[src/rtl/divider_unsigned_pkg.sv]
// Shared constants and state encoding for the sequential unsigned divider.
package divider_unsigned_pkg;

  localparam int DIV_WIDTH = 8;

  typedef enum logic [1:0] {
    IDLE = 2'd0,
    CALC = 2'd1,
    DONE = 2'd2
  } div_state_e;

  // Quotient reported when the divisor is zero.
  localparam logic [DIV_WIDTH-1:0] DIV0_QUOT = '1;

endpackage

[src/rtl/cla_8bit.sv]
// 8-bit carry-lookahead adder from the functional-unit library.
module cla_8bit (
  input  logic [7:0] a,
  input  logic [7:0] b,
  input  logic       cin,
  output logic [7:0] sum,
  output logic       cout
);

  logic [7:0] g, p;
  logic [8:0] c;
  logic       pp;

  // Each carry is expanded as a flat sum of generate/propagate products.
  always_comb begin
    g    = a & b;
    p    = a ^ b;
    c    = '0;
    pp   = 1'b0;
    c[0] = cin;
    for (int i = 0; i < 8; i++) begin
      c[i+1] = g[i];
      pp     = p[i];
      for (int j = i - 1; j >= 0; j--) begin
        c[i+1] = c[i+1] | (pp & g[j]);
        pp     = pp & p[j];
      end
      c[i+1] = c[i+1] | (pp & cin);
    end
  end

  assign sum  = p ^ c[7:0];
  assign cout = c[8];

endmodule

[src/rtl/divider_unsigned.sv]
// Sequential restoring divider: one quotient bit per cycle, start/done handshake.
module divider_unsigned
  import divider_unsigned_pkg::*;
#(
  parameter int WIDTH = DIV_WIDTH
) (
  input  logic             clk,
  input  logic             rst,
  input  logic             start,
  input  logic [WIDTH-1:0] A,
  input  logic [WIDTH-1:0] B,
  output logic             busy,
  output logic             done,
  output logic [WIDTH-1:0] Quot,
  output logic [WIDTH-1:0] Rem,
  output logic             div_by_zero
);

  div_state_e       state_q, state_d;
  logic [WIDTH-1:0] q_q, q_d;
  // The ninth remainder bit is always zero after a restoring step, so it is not stored.
  logic [WIDTH-1:0] r_q, r_d;
  logic [WIDTH-1:0] d_q, d_d;
  logic [2:0]       cnt_q, cnt_d;
  logic [WIDTH-1:0] quot_q, quot_d;
  logic [WIDTH-1:0] rem_q, rem_d;
  logic             dbz_q, dbz_d;

  logic [WIDTH:0]   t;
  logic [WIDTH-1:0] diff;
  logic             cout;
  logic             ge;

  assign t  = {r_q, q_q[WIDTH-1]};
  assign ge = t[WIDTH] | cout;

  cla_8bit u_sub (
    .a    (t[WIDTH-1:0]),
    .b    (~d_q),
    .cin  (1'b1),
    .sum  (diff),
    .cout (cout)
  );

  always_comb begin
    state_d = state_q;
    q_d     = q_q;
    r_d     = r_q;
    d_d     = d_q;
    cnt_d   = cnt_q;
    quot_d  = quot_q;
    rem_d   = rem_q;
    dbz_d   = dbz_q;
    case (state_q)
      IDLE: begin
        if (start) begin
          if (B != '0) begin
            q_d     = A;
            r_d     = '0;
            d_d     = B;
            cnt_d   = 3'(WIDTH - 1);
            state_d = CALC;
          end else begin
            quot_d  = DIV0_QUOT;
            rem_d   = A;
            dbz_d   = 1'b1;
            state_d = DONE;
          end
        end
      end
      CALC: begin
        r_d   = ge ? diff : t[WIDTH-1:0];
        q_d   = {q_q[WIDTH-2:0], ge};
        cnt_d = cnt_q - 3'd1;
        if (cnt_q == 3'd0) begin
          quot_d  = q_d;
          rem_d   = r_d;
          dbz_d   = 1'b0;
          state_d = DONE;
        end
      end
      DONE:    state_d = IDLE;
      default: state_d = IDLE;
    endcase
  end

  always_ff @(posedge clk) begin
    if (rst) begin
      state_q <= IDLE;
      q_q     <= '0;
      r_q     <= '0;
      d_q     <= '0;
      cnt_q   <= '0;
      quot_q  <= '0;
      rem_q   <= '0;
      dbz_q   <= 1'b0;
    end else begin
      state_q <= state_d;
      q_q     <= q_d;
      r_q     <= r_d;
      d_q     <= d_d;
      cnt_q   <= cnt_d;
      quot_q  <= quot_d;
      rem_q   <= rem_d;
      dbz_q   <= dbz_d;
    end
  end

  assign busy        = (state_q != IDLE);
  assign done        = (state_q == DONE);
  assign Quot        = quot_q;
  assign Rem         = rem_q;
  assign div_by_zero = dbz_q;

endmodule
[config.mk]
export PLATFORM = sky130hd
export DESIGN_NAME = divider_unsigned
export DESIGN_NICKNAME = d
export VERILOG_FILES = /design/src/rtl/divider_unsigned_pkg.sv /design/src/rtl/cla_8bit.sv /design/src/rtl/divider_unsigned.sv
export SDC_FILE = /design/constraint.sdc
export NUM_CORES = 1
export LEC_CHECK = 0
export CAP_MARGIN = 10
export CORE_UTILIZATION = 53
export CTS_CLUSTER_DIAMETER = 200
export DETAILED_ROUTE_END_ITERATION = 12
export MAX_ROUTING_LAYER = met4
export PLACE_DENSITY = 0.84
export SLEW_MARGIN = 20
export SYNTH_ARGS = -nofsm -noshare
export SYNTH_HDL_FRONTEND = slang
export SYNTH_SLANG_ARGS = --single-unit
[constraint.sdc]
create_clock -name clk -period 2.48 [get_ports clk]
set_input_delay 0.496 -clock clk [delete_from_list [all_inputs] [get_ports clk]]
set_output_delay 0.496 -clock clk [all_outputs]
set_load 0.02 [all_outputs]
==> flow_metrics.tcl, run 1 <==
set metrics [dict create \
    hold_viol 0 \
    required_ps 2660 \
    p_per_area_mw_per_mm2 720 \
    cp-end-kind "register" \
    die_w_um 67.7 \
    dr.pass1.iters 4 \
    maxCapViolations 0 \
    seq_power_share_pct 41.9 \
    portBuffers 37 \
    clkPwrFrac_pct 27.2 \
    finalSetupViolCount 0 \
    coreArea_mm2 0.00409 \
    drc 0 \
    total_power_w 0.00203 \
    async_flop_share_pct 0 \
    io_pins 38 \
    p_int_w 0.00139 \
    status "finished clean" \
    path_max_fanout 9 \
    synth_warnings 0 \
    holdPathStages 2 \
    clockBufferDepth 2 \
    h-tree-depth 2 \
    gp_congestion 0.883 \
    relSlewSlack_pct 55.4 \
    ys_seq_elements 46 \
    synthesis.area_mm2 0.00229 \
    die_h_um 67.7 \
    tightest_slew_ps 668 \
    seq_area_frac_synth_pct 40.2 \
    final.period_utilization_pct 93.4 \
    worst_setup_path_start_kind "register" \
    grt_pass1_wl_um 8640 \
    comb_power_share_pct 30.9 \
    rows 23 \
    critical_path_class "reg -> reg" \
    switching_share_pct 31.4 \
    drtIter0Drc 212 \
    clkLatencyLatePin_ps 300 \
    root_buffer "clkbuf_8" \
    arrival_ps 2500 \
    syn_to_final_growth_pct 23.1 \
    cts_inserted_buffers 5 \
    wl_per_cell_um 14.7 \
    drive_gt1_share_pct 9.84 \
    wirelength_um 5200 \
    vias 1988 \
    power.leakage_nw 1.11 \
    finalNetCount 334 \
    reg2reg_depth 8 \
    grt_max_degree 29 \
    syn_inst 265 \
    cts_tree "built" \
    antennaDiodeCount 0 \
    min_path_type "reg -> reg" \
    synthDistinctLibCells 41 \
    place.detailed.hpwl_um 3760 \
    peakVddDrop_mv 0.469 \
    report.final.slew_viol_count 0 \
    synth_edf_count 0 \
    synth_fp_nets 295 \
    die_area_mm2 0.00459 \
    initial_utilization_pct 56.0 \
    grt_remaining_overflow 0 \
    clock_skew_ps 3.97 \
    p_switching_w 0.000636 \
    rsz0062_at_grt "false" \
    holdWs_ps 466 \
    grt_antenna_before_repair 0 \
    cts.sinks 46 \
    final_antenna_net_count 0 \
    grt.total_usage_pct 26.5 \
    fmax_mhz 431 \
    viasPerCell 5.60 \
    syn_avg_cell_area_um2 8.64 \
    synth_ff_type "dfxtp_1" \
    finalCriticalPeriod_ps 2320 \
    grt_pass1_vias 1917 \
    clk_pin_slew_ps 80 \
]
==> cell families after synthesis <==
kind of cell	Yosys count	share of synthesized area, %
and+or+nand+nor	93	16.7
AOI/OAI and AO/OA	67	22.0
adders and majority gates	11	6.01
buffers and inverters	29	6.99
xor gates and xnor gates	6	2.30
muxes	13	5.74
DFF	46	40.2
==> path summary, 6_finish.rpt <==
kind	slack [ps]	startpoint	endpoint
min	470	div_by_zero	div_by_zero
max reg2reg	160	d_q[7]	Rem[3]
min reg2reg	470	div_by_zero	div_by_zero
max	160	d_q[7]	Rem[3]
==> registers in the layout (all words and copies together), names as in the netlist <==
name and cells:
div_by_zero 1, Quot 8, q_q 8, cnt_q 3, Rem 8, state_q 2, r_q 8, d_q 8
==> Yosys cell counts (2+ instances only) <==
master	instances	area (µm²)
xor2_1	4	35.0
clkbuf_8	3	41.3
o221a_2	2	22.5
or2_2	2	12.5
buf_6	2	22.5
nor2b_1	2	12.5
o2bb2ai_1	2	17.5
inv_1	14	52.6
nand2_1	28	105
clkbuf_1	7	26.3
xnor2_1	2	17.5
o21a_1	3	22.5
nor2_1	54	203
o221ai_1	2	17.5
a211oi_1	11	82.6
dfxtp_1	46	921
ha_1	11	138
a21oi_1	11	55.1
nor4_1	2	12.5
a22o_1	3	26.3
a311oi_1	8	70.1
a31oi_1	8	50.1
o21ai_0	8	40.0
buf_2	2	10.0
mux2i_1	12	120
==> metal layers <==
metal	up-vias	global-route usage [%]	wire (µm)
met5	-	-	0
met2	57	44.4	2540
met1	913	31.3	2360
met3	9	4.73	239
met4	0	9.84	67
li1	1009	-	-
==> stage by stage <==
step | instances | TNS, ps | util, % | worst slack (ps) | area [µm²]
floorplan | 265 | 0 | - | 330 | 2290
global placement | 347 | 0 | 66.1 | 73.5 | 2700
detailed placement | 347 | -30.3 | 66.1 | -21.6 | 2700
CTS | 355 | 0 | 68.8 | 143 | 2810
global route | 355 | 0 | 69.0 | 62.6 | 2820
finish | 355 | 0 | 69.0 | 162 | 2820
==> cells in the final DEF (no fill, tap or decap), drive strengths merged, types with 2 or more instances in the layout <==
cell	count
o221ai	2
o221a	2
a21o	2
or2	2
xnor2	2
nor2b	2
a21oi	12
o21ai	8
inv	14
mux2i	12
nor2	55
clkdlybuf4s50	37
nor4	2
buf	10
a31oi	8
o21a	3
o2bb2ai	2
a22o	3
xor2	4
ha	11
clkbuf	6
a311oi	8
nand2	28
a211oi	11
dfxtp	46
==> critical path: stages (launching register included) <==
cell       delay [ps]
dfxtp_1           340
inv_1              50
ha_1              320
a211o_1           370
a2111oi_4         340
a22oi_2           130
buf_4             210
a31oi_1           290
a31oi_1           130
==> power by group through the flow <==
stage | Combinational, W | Sequential [W] | Clock, W
6_report | 0.000628 | 0.000849 | 0.000551
5_1_grt | 0.000695 | 0.000858 | 0.000600
4_1_cts | 0.000627 | 0.000849 | 0.000567
3_5_place_dp | 0.000617 | 0.000865 | 0
3_3_place_gp | 0.000604 | 0.000863 | 0
2_1_floorplan | 0.000429 | 0.000882 | 0
==> what timing repair did <==
action	in CTS	in global routing
hold buffers	0	0
resized for setup	0	1
setup endpoints to repair	0	1
buffers inserted	0	0
==> cell type report <==
class | instances | area (µm²)
inverter | 14 | 52.6
multi-input combinational | 190 | 1210
clock buffer | 6 | 72.6
tap | 50 | 62.6
sequential | 46 | 921
timing repair buffer | 47 | 458
clock inverter | 2 | 37.5
fill | 333 | 1270
Note: power is estimated with default switching activity, not from simulation.
==> inputs of run 2 (changes only) <==
SLEW_MARGIN = 15   (was 20)
==> results of run 2 <==
Same layout as run 1: the final DEF is identical, and so are final timing and power.
